[src/rtl/result_writer.sv]
// Drains a result BRAM to SDRAM through an Avalon write-burst master.
// Each BRAM line becomes one burst of LINE_N beats. Beat 0 carries the low bits of the line.
module result_writer #(
  parameter int BRAM_W  = 256,
  parameter int BRAM_L  = 16,
  parameter int SDRAM_W = 128,
  localparam int AW     = (BRAM_L > 1) ? $clog2(BRAM_L) : 1
) (
  input  logic               clk,
  input  logic               rst_n,
  input  logic               start,
  input  logic [31:0]        base_addr,
  output logic [AW-1:0]      ram_addr,
  output logic               ram_re,
  input  logic [BRAM_W-1:0]  ram_q,
  output logic [31:0]        write_addr,
  output logic [10:0]        write_cnt,
  output logic               write_start,
  output logic [SDRAM_W-1:0] write_data,
  output logic               write_valid,
  input  logic               write_accept,
  input  logic               write_burst_done,
  output logic               busy,
  output logic               done
);

  localparam int LINE_N = (BRAM_W + SDRAM_W - 1) / SDRAM_W;
  localparam int BUF_W  = LINE_N * SDRAM_W;
  localparam int BEAT_W = (LINE_N > 1) ? $clog2(LINE_N) : 1;
  localparam logic [31:0]     STRIDE    = 32'(LINE_N * (SDRAM_W / 8));
  localparam logic [AW-1:0]   LAST_LINE = AW'(BRAM_L - 1);
  localparam logic [BEAT_W-1:0] LAST_BEAT = BEAT_W'(LINE_N - 1);

  // state     | meaning
  // IDLE      | waiting for start
  // RD_LINE   | BRAM read issued for line_cnt
  // WAIT_Q    | BRAM data returns, captured into line buffer
  // SEND_ADDR | burst request with address and length
  // SEND_BLK  | streaming beats, advancing on accept
  // WAIT_ACK  | waiting for the master to close the burst
  typedef enum logic [2:0] {
    IDLE,
    RD_LINE,
    WAIT_Q,
    SEND_ADDR,
    SEND_BLK,
    WAIT_ACK
  } state_t;

  state_t                          state;
  logic [AW-1:0]                   line_cnt;
  logic [BEAT_W-1:0]               beat_cnt;
  logic [LINE_N-1:0][SDRAM_W-1:0]  line_buf;

  // Beat mux: the line buffer is zero-padded, so the top beat carries zeros above BRAM_W.
  assign write_data = line_buf[beat_cnt];
  assign busy       = (state != IDLE);

  // Sequencer; outputs are registered and set on entry to the state that owns them.
  always_ff @(posedge clk or negedge rst_n) begin
    if (!rst_n) begin
      state       <= IDLE;
      line_cnt    <= '0;
      beat_cnt    <= '0;
      line_buf    <= '0;
      ram_addr    <= '0;
      ram_re      <= 1'b0;
      write_addr  <= '0;
      write_cnt   <= '0;
      write_start <= 1'b0;
      write_valid <= 1'b0;
      done        <= 1'b0;
    end else begin
      case (state)
        IDLE: begin
          if (start) begin
            write_addr <= base_addr;
            line_cnt   <= '0;
            ram_addr   <= '0;
            ram_re     <= 1'b1;
            done       <= 1'b0;
            state      <= RD_LINE;
          end
        end
        RD_LINE: begin
          ram_re <= 1'b0;
          state  <= WAIT_Q;
        end
        WAIT_Q: begin
          line_buf    <= BUF_W'(ram_q);
          beat_cnt    <= '0;
          write_cnt   <= 11'(LINE_N);
          write_start <= 1'b1;
          state       <= SEND_ADDR;
        end
        SEND_ADDR: begin
          write_start <= 1'b0;
          write_valid <= 1'b1;
          state       <= SEND_BLK;
        end
        SEND_BLK: begin
          if (write_accept) begin
            if (beat_cnt == LAST_BEAT) begin
              write_valid <= 1'b0;
              state       <= WAIT_ACK;
            end else begin
              beat_cnt <= beat_cnt + 1'b1;
            end
          end
        end
        WAIT_ACK: begin
          if (write_burst_done) begin
            if (line_cnt == LAST_LINE) begin
              done  <= 1'b1;
              state <= IDLE;
            end else begin
              line_cnt   <= line_cnt + 1'b1;
              ram_addr   <= line_cnt + 1'b1;
              ram_re     <= 1'b1;
              write_addr <= write_addr + STRIDE;
              state      <= RD_LINE;
            end
          end
        end
        default: state <= IDLE;
      endcase
    end
  end

endmodule

[config.mk]
export PLATFORM = sky130hd
export DESIGN_NAME = result_writer
export DESIGN_NICKNAME = d
export VERILOG_FILES = /design/src/rtl/result_writer.sv
export SDC_FILE = /design/constraint.sdc
export NUM_CORES = 1
export LEC_CHECK = 0
export ABC_AREA = 1
export CORE_MARGIN = 2
export CORE_UTILIZATION = 40
export CTS_CLUSTER_DIAMETER = 60
export CTS_CLUSTER_SIZE = 20
export DETAILED_ROUTE_END_ITERATION = 10
export HOLD_SLACK_MARGIN = 0.08
export PLACE_DENSITY = 0.76
export SLEW_MARGIN = 10
export SYNTH_ARGS = -nofsm -noshare
export SYNTH_HDL_FRONTEND = slang
export SYNTH_SLANG_ARGS = --single-unit
[constraint.sdc]
create_clock -name clk -period 3.3 [get_ports clk]
set_input_delay 0.33 -clock clk [delete_from_list [all_inputs] [get_ports clk]]
set_output_delay 0.33 -clock clk [all_outputs]
set_load 0.02 [all_outputs]
Word level (Yosys, flattened, before mapping)
Cells that the tools add are included.
{ "totals": {"reg_bits": 301, "inputBits": 293, "wordCells": 71} }
{ "op_classes": {"add_sub_neg": 3, "order_cmp": 1, "n_eq_ne": 12, "muxes": 31, "reduce_logical": 13} }
{ "op_table": {"columns": ["op", "n"], "rows": [
  ["2-to-1 mux 128 bit", 2],
  ["2-to-1 mux 32 bit", 3],
  ["one-hot mux 32 bit (2 select lines)", 1],
  ["adder 32 x 6 -> 32 bit (second input constant)", 1],
  ["one-hot mux 3 bit (6 select lines)", 1],
  ["AND reduction 4 bit", 4],
  ["2-to-1 mux 3 bit", 4],
  ["2-to-1 mux 4 bit", 3],
  ["inequality test 2 bit (second input constant)", 6],
  ["2-to-1 mux 1 bit", 11],
  ["one-hot mux 1 bit (2 select lines)", 4],
  ["one-hot mux 4 bit (2 select lines)", 1],
  ["nonzero test 2 bit", 4],
  ["equality test 3 x 2 -> 1 bit (second input constant)", 2],
  ["equality test 3 bit (second input constant)", 2],
  ["nonzero test 3 bit", 2],
  ["adder 4 x 1 -> 4 bit (second input constant)", 1],
  ["equality test 4 bit (second input constant)", 1],
  ["equality test 3 x 1 -> 1 bit (second input constant)", 1],
  ["logical NOT 3 bit", 1],
  ["one-hot mux 1 bit (3 select lines)", 1],
  ["AND reduction 3 bit", 1],
  ["< comparator 1 x 2 -> 1 bit (second input constant)", 1],
  ["AND reduction 2 bit", 1],
  ["adder 1 bit (second input constant)", 1]
]} }

Depth between registers and ports, before layout
Gate-level depths: netlist of run 1.
{ "logic_depth": {"word_depth": 4, "depth_mapped": 10, "mapped_depth_nobuf": 10} }

Worst setup path before layout of run 1
Ideal clock, no wire load.
{ "synth_timing": {"kind": "reg2out", "start": "reg beat_cnt", "end": "out write_data[125]", "t_arrival_ns": 1.400, "slack_ns": 1.570, "path_stages_with_launch": 5, "n_path_buf": 3, "cell_sequence": "dfrtp_1 buf_2 clkbuf_1 buf_2 o21ai_0"} }
{ "synth_via": {"elab_chain_len": 2} }
{ "synth_rtl": {"columns": ["item", "line", "text"], "rows": [
  ["start: declaration", "52", "logic [BEAT_W-1:0] beat_cnt;"],
  ["start signal: assignment", "107", "beat_cnt <= beat_cnt + 1'b1;"],
  ["2-to-1 mux 128 bit (not written as such) (2 in series)", "56", "assign write_data = line_buf[beat_cnt];"],
  ["end: declaration", "19", "output logic [SDRAM_W-1:0] write_data,"]
]} }
No other way between the ends. The select of a mux whose other input is x is not followed.

Final worst setup path of run 1
{ "layout_timing": {"start": "reg beat_cnt", "end": "out write_data[66]"} }
Same word-level chain as after synthesis.

==> reports/results.tsv, run 1 <==
stage	metric	value	unit
cells_and_area	fill count	3066	
pwr	maximum vdd drop	0.000631	V
clock_tree	Root Buffer	clkbuf_16	
yosys	post-synth design cell area	14100	um^2
detailed_routing	drt pass-1 iters	5	
detailed_routing	via count	13100	
status	status	finished clean	
yosys	top cells by count, synth	nand2_1 (780), dfrtp_1 (301), o21ai_0 (163)	
yosys	most frequent cell after synthesis	nand2_1	
critical_path	crit-path cells	buf_12 > nand2_1 > o21ai_0 > clkdlybuf4s50_1	
pwr	Power per Cell Area	1020	nW/um^2
floorplan	Die X	192	um
clock_tree	Post-CTS Resized	0	
grt	largest net degree at the start of global routing	123	
cells_and_area	Sequential cell area	7540	um^2
clock_tree	H-tree depth	1	
detailed_routing	Detail Route Antenna Nets	0	
placed_design	IO Port Bufs	462	
critical_path	CP Class	reg2out	
timing	Max Slew Vio Count	0	
timing	period utilisation layout	92.7	%
timing	Final min period	3060	ps
cells_and_area	multi-input combinational cell area	5400	um^2
critical_path	Max stage delay on crit path	890	ps
placed_design	RD Place Congestion	0.930	
clock_tree	clk_lat worst skew	570	ps
grt	All-Layer GR Usage	22.5	%
flow_run	max-cap viol count	0	
yosys	Syn Inst Count	1810	
timing	clk_skew	14.7	ps
timing	Post-Route Setup TNS	0	ps
critical_path	Worst R2R Setup Slack	1340	ps
clock_tree	CTS Sinks	301	
timing	setup slack after layout	242	ps
floorplan	Die ar.	36800	um^2
timing	RSZ-0062 raised after global routing	false	
timing	Final Hold Fails	0	
placed_design	post-placement cell count	2652	
yosys	Synthesis Warnings	0	
yosys	register area share after synthesis	53.3	%
pwr	Total Power	20.4	mW
yosys	post-synth top area share	53.3	%
cells_and_area	ratio of cells with drive above 1 in the final layout	5.74	%
detailed_routing	number of DRC markers in iteration 0	682	
yosys	EDFF count, synth	0	
grt	vias in the first global route	13100	
clock_tree	CTS tree	yes	
detailed_routing	Vias/cell	4.85	
critical_path	Req. time, crit path	2970	ps
pwr	LEAKAGE	9.25	nW
grt	initial antenna violation count	5	
grt	first-pass GRT wire length	66200	um
timing	slew at the pin closest to its max-slew limit	933	ps
cells_and_area	Area growth syn-to-layout	41.6	%
cells_and_area	number of nets in the layout	2522	
detailed_routing	routed len/inst	15.6	um
critical_path	critical path endpoint category	output pin	
hold_path	HP Class	in2reg	
yosys	flops & latches, synth	301	
floorplan	IO Count	473	
yosys	synth top area cells	dfrtp_1 (53%), nand2_1 (21%), o21ai_0 (5.8%)	
critical_path	arrival time worst endpoint	2730	ps
grt	GRT Residual Overflow	0	
yosys	average size of a mapped cell	7.81	um^2
yosys	Distinct cells, synth	37	
detailed_routing	DRC	0	
yosys	Synth async-reset ratio	100	%
timing	achievable frequency	327	MHz
detailed_routing	final wirelength	42300	um
floorplan	Initial Utilization	40.8	%
timing	endpoints failing setup	0	
critical_path	CP max FO	70	
placed_design	Setup WS pre-CTS	809	ps
placed_design	post-detail-place hpwl	30400	um
critical_path	Worst path slowest cell	dfrtp_4	
clock_tree	Max clock buf depth	3	
timing	slew margin rel.	37.8	%
floorplan	Die H	192	um
critical_path	Setup crit start kind	register	
clock_tree	CTS clk-pin slew, worst paths	80	ps
floorplan	row cnt	68	
cells_and_area	Non-Filler Instances	2708	
floorplan	Core Area	34600	um^2
yosys	cell taking the most area after synthesis	dfrtp_1	
yosys	ys flop type	dfrtp_1	
clock_tree	cts bufs inserted	27	
==> flip-flops by register name, indices dropped and copies added, names as in the netlist <==
register,flops
ram_re,1
beat_cnt,1
line_cnt,4
line_buf,256
write_start,1
write_cnt,1
write_valid,1
done,1
state,3
write_addr,32
==> through the flow <==
step / area [um^2] / util [%] / hold WS (ps)
2_1_floorplan: 14200 / - / 34.4
3_3_place_gp: 19000 / 54.9 / 392
3_5_place_dp: 19000 / 54.9 / 395
4_1_cts: 20000 / 57.7 / 256
5_1_grt: 20000 / 57.8 / 277
6_report: 20000 / 57.8 / 289
==> what timing repair did <==
item,in CTS,in global routing
hold endpoints to repair,81,0
buffers inserted,0,0
hold buffers,1,0
==> layout make-up <==
type | count | share of cell area [%]
Sequential cell | 301 | 37.7
Multi-Input combinational cell | 1241 | 27.0
Timing Repair Buffer | 484 | 24.3
Clock buffer | 28 | 3.45
Inverter | 172 | 3.26
Tap cell | 455 | 2.85
Clock inverter | 22 | 1.39
Antenna cell | 5 | 0.0625
==> where the power goes <==
part | switching [mW] | leakage [nW] | internal [mW]
registers | 1.15 | 3.68 | 5.50
clock network | 1.65 | 0.475 | 1.71
logic | 6.04 | 5.09 | 4.35
==> worst max-delay path: cells and delay by family, from the launching register on <==
family                 cells  cell delay [ps]
AO/OA/AOI/OAI              1              160
buffers and inverters      2             1020
flip-flops                 1              890
AND/OR/NAND/NOR            1               70
==> layout by cell type, fill, tap and decap left out, drive strengths merged <==
cell type and instances:
mux2 6, a21oi 11, or2 24, dlygate4sd3 1, diode 5, nor2 66
xor2 5, dfrtp 301, bufinv 1, nand2 785, nor3 3, clkdlybuf4s50 461
conb 10, nand3 47, nand4 4, o21ai 272, ha 2, o21a 1
clkinv 14, a31oi 1, buf 22, inv 179, o211ai 1, nand3b 1
o21bai 2, clkbuf 28
==> worst paths after layout <==
| check | to | cells after the start | startpoint |
|---|---|---|---|
| max | write_data[66] | 4 | beat_cnt$_DFFE_PN0P_ |
| min in group asynchronous | write_addr[12]$_DFFE_PN0P_ | 2 | rst_n |
| min reg2reg | write_cnt[1]$_DFFE_PN0P_ | 1 | write_cnt[1]$_DFFE_PN0P_ |
| max reg2reg | line_buf[217]$_DFFE_PN0P_ | 6 | state[2]$_DFFE_PN0P_ |
| max in group asynchronous | line_buf[174]$_DFFE_PN0P_ | 3 | rst_n |
| min | line_buf[233]$_DFFE_PN0P_ | 3 | ram_q[233] |
==> cells by family (layout without fill, tap and decap cells) <==
logic type,count (synthesis),count (layout),share of synthesized area [%]
buffers and inverters,277,706,8.76
other,1,15,0.0265
DFF,301,301,53.3
xor gates and xnor gates,5,5,0.310
muxes,6,6,0.478
AOI/OAI and AO/OA,288,288,10.4
adders and majority gates,2,2,0.177
and+or+nand+nor,930,930,26.5
==> per-layer routing <==
layer | vias to the layer above | GRT usage, % | share of wire, %
met5 | - | 0 | 0.031
met1 | 6118 | 27.3 | 40
met4 | 2 | 10.1 | 4.3
met2 | 495 | 38.7 | 49
met3 | 110 | 4.51 | 7.4
li1 | 6410 | - | -
(Power assumes the default switching activity.)
==> inputs of run 2 (changes only) <==
Clock period 3.3 ns to 3.7 ns, I/O delays scaled along.
==> reports/results.tsv, run 2 (synthesis results as in run 1) <==
stage	metric	value	unit
status	status	finished clean	
grt	largest net degree at the start of global routing	114	
cells_and_area	Sequential cell area	7540	um^2
timing	hold slack final	322	ps
critical_path	CP Class	reg2out	
floorplan	row cnt	68	
timing	Final Hold Fails	0	
timing	Post-Route Setup TNS	0	ps
cells_and_area	ratio of cells with drive above 1 in the final layout	5.82	%
timing	period utilisation layout	80.2	%
cells_and_area	final core occ	58.2	%
floorplan	Initial Utilization	40.8	%
critical_path	CP max FO	101	
timing	endpoints failing setup	0	
cells_and_area	most frequent cells in the layout	nand2_1 (779), clkdlybuf4s50_1 (461), dfrtp_1 (300)	
detailed_routing	routed len/inst	15.5	um
hold_path	HP Class	in2reg	
cells_and_area	most flop-heavy register	line_buf	
grt	All-Layer GR Usage	22.4	%
timing	achievable frequency	337	MHz
placed_design	post-detail-place hpwl	29600	um
cells_and_area	most common cell after layout, fill and taps aside	nand2_1	
detailed_routing	Vias/cell	4.83	
floorplan	Die X	192	um
floorplan	Die H	192	um
timing	RSZ-0062 raised after global routing	false	
clock_tree	cts bufs inserted	30	
clock_tree	clk_lat worst skew	580	ps
timing	slew at the pin closest to its max-slew limit	1180	ps
grt	first-pass GRT wire length	65700	um
critical_path	crit-path cells	buf_12 > nand2_1 > o21ai_0 > clkdlybuf4s50_1	
cells_and_area	number of flip-flops under the largest register name	256	
grt	GRT Residual Overflow	0	
cells_and_area	number of nets in the layout	2522	
floorplan	IO Count	473	
clock_tree	Max clock buf depth	3	
grt	initial antenna violation count	8	
detailed_routing	DRC	0	
timing	clk_skew	13.7	ps
grt	vias in the first global route	12900	
detailed_routing	Detail Route Antenna Nets	0	
critical_path	Setup crit start kind	register	
pwr	LEAKAGE	9.30	nW
floorplan	Die ar.	36800	um^2
critical_path	Req. time, crit path	3330	ps
timing	slew margin rel.	21.1	%
detailed_routing	number of DRC markers in iteration 0	685	
clock_tree	Root Buffer	clkbuf_16	
cells_and_area	Regs by FF count	line_buf: 256 flops, write_addr: 32 flops, line_cnt: 4 flops	
flow_run	max-cap viol count	0	
timing	setup slack after layout	732	ps
pwr	maximum vdd drop	0.000588	V
detailed_routing	via count	13100	
floorplan	Core Area	34600	um^2
critical_path	Max stage delay on crit path	670	ps
cells_and_area	fill count	3013	
timing	Max Slew Vio Count	0	
clock_tree	CTS clk-pin slew, worst paths	80	ps
clock_tree	H-tree depth	1	
clock_tree	CTS tree	yes	
placed_design	RD Place Congestion	0.918	
cells_and_area	Area growth syn-to-layout	42.7	%
critical_path	critical path endpoint category	output pin	
pwr	Power per Cell Area	921	nW/um^2
critical_path	arrival time worst endpoint	2600	ps
clock_tree	Post-CTS Resized	0	
critical_path	Worst path slowest cell	clkdlybuf4s50_1	
detailed_routing	drt pass-1 iters	5	
timing	Final min period	2970	ps
detailed_routing	final wirelength	42000	um
placed_design	Setup WS pre-CTS	1240	ps
placed_design	IO Port Bufs	462	
clock_tree	CTS Sinks	301	
cells_and_area	multi-input combinational cell area	5400	um^2
==> run 2: cell count changes in the layout (fill, tap and decap cells not counted), sizes merged <==
cell,delta
clkinv,-7
inv,+6
buf,-3
clkbuf,+3
diode,+3
clkinvlp,+2
bufinv,+1
==> run 2: final timing paths <==
| kind | cells after the start | endpoint | start | slack [ps] |
|---|---|---|---|---|
| setup / recovery | 4 | write_data[100] | beat_cnt$_DFFE_PN0P_ | 730 |
| hold / removal | 3 | line_buf[188]$_DFFE_PN0P_ | ram_q[188] | 320 |
| setup reg to reg | 6 | line_buf[72]$_DFFE_PN0P_ | state[2]$_DFFE_PN0P_ | 1230 |
| hold reg to reg | 1 | write_cnt[1]$_DFFE_PN0P_ | write_cnt[1]$_DFFE_PN0P_ | 470 |
| max in group asynchronous | 3 | line_buf[107]$_DFFE_PN0P_ | rst_n | 2200 |
| min in group asynchronous | 2 | write_addr[12]$_DFFE_PN0P_ | rst_n | 440 |
==> run 2: timing repair <==
| item | CTS | global route |
|---|---|---|
| hold buffers | 1 | 0 |
| buffers inserted | 0 | 0 |
| hold endpoints to repair | 108 | 0 |
==> run 2: cell type report <==
class | count | share of cell area, %
repair buffers | 481 | 24.2
diodes | 8 | 0.0993
flip-flops and latches | 301 | 37.4
inverters | 172 | 3.24
multi-input cells | 1241 | 26.8
clock inverters | 24 | 1.61
well taps | 455 | 2.82
clock buffers | 31 | 3.85
==> run 2: per-layer routing <==
| metal | vias to the layer above | GRT usage [%] | share of wire [%] |
|---|---|---|---|
| met2 | 454 | 37.5 | 48 |
| li1 | 6420 | - | - |
| met3 | 112 | 5.34 | 7.8 |
| met5 | - | 0 | 0 |
| met1 | 6107 | 26.8 | 40 |
| met4 | 0 | 11.5 | 4.7 |
==> run 2: through the flow <==
step	total power [mW]	instances	area, um^2
after floorplan	11.3	1819	14200
after global placement	15.0	2649	19000
after detailed placement	15.2	2649	19000
after CTS	18.7	2705	20100
after global routing	19.9	2713	20200
final	18.6	2713	20200
==> run 2: power breakdown <==
group          total, mW  internal [mW]  switching (mW)
combinational       9.39           3.89            5.50
clock               3.35           1.78            1.56
sequential          5.82           4.91           0.913
total               18.6           10.6            7.97
==> run 2: critical path: cells and delay by family, from the launching register on <==
family,cells,cell delay (ps)
AO/OA/AOI/OAI,1,150
AND/OR/NAND/NOR,1,110
buffers and inverters,2,1020
flip-flops,1,630
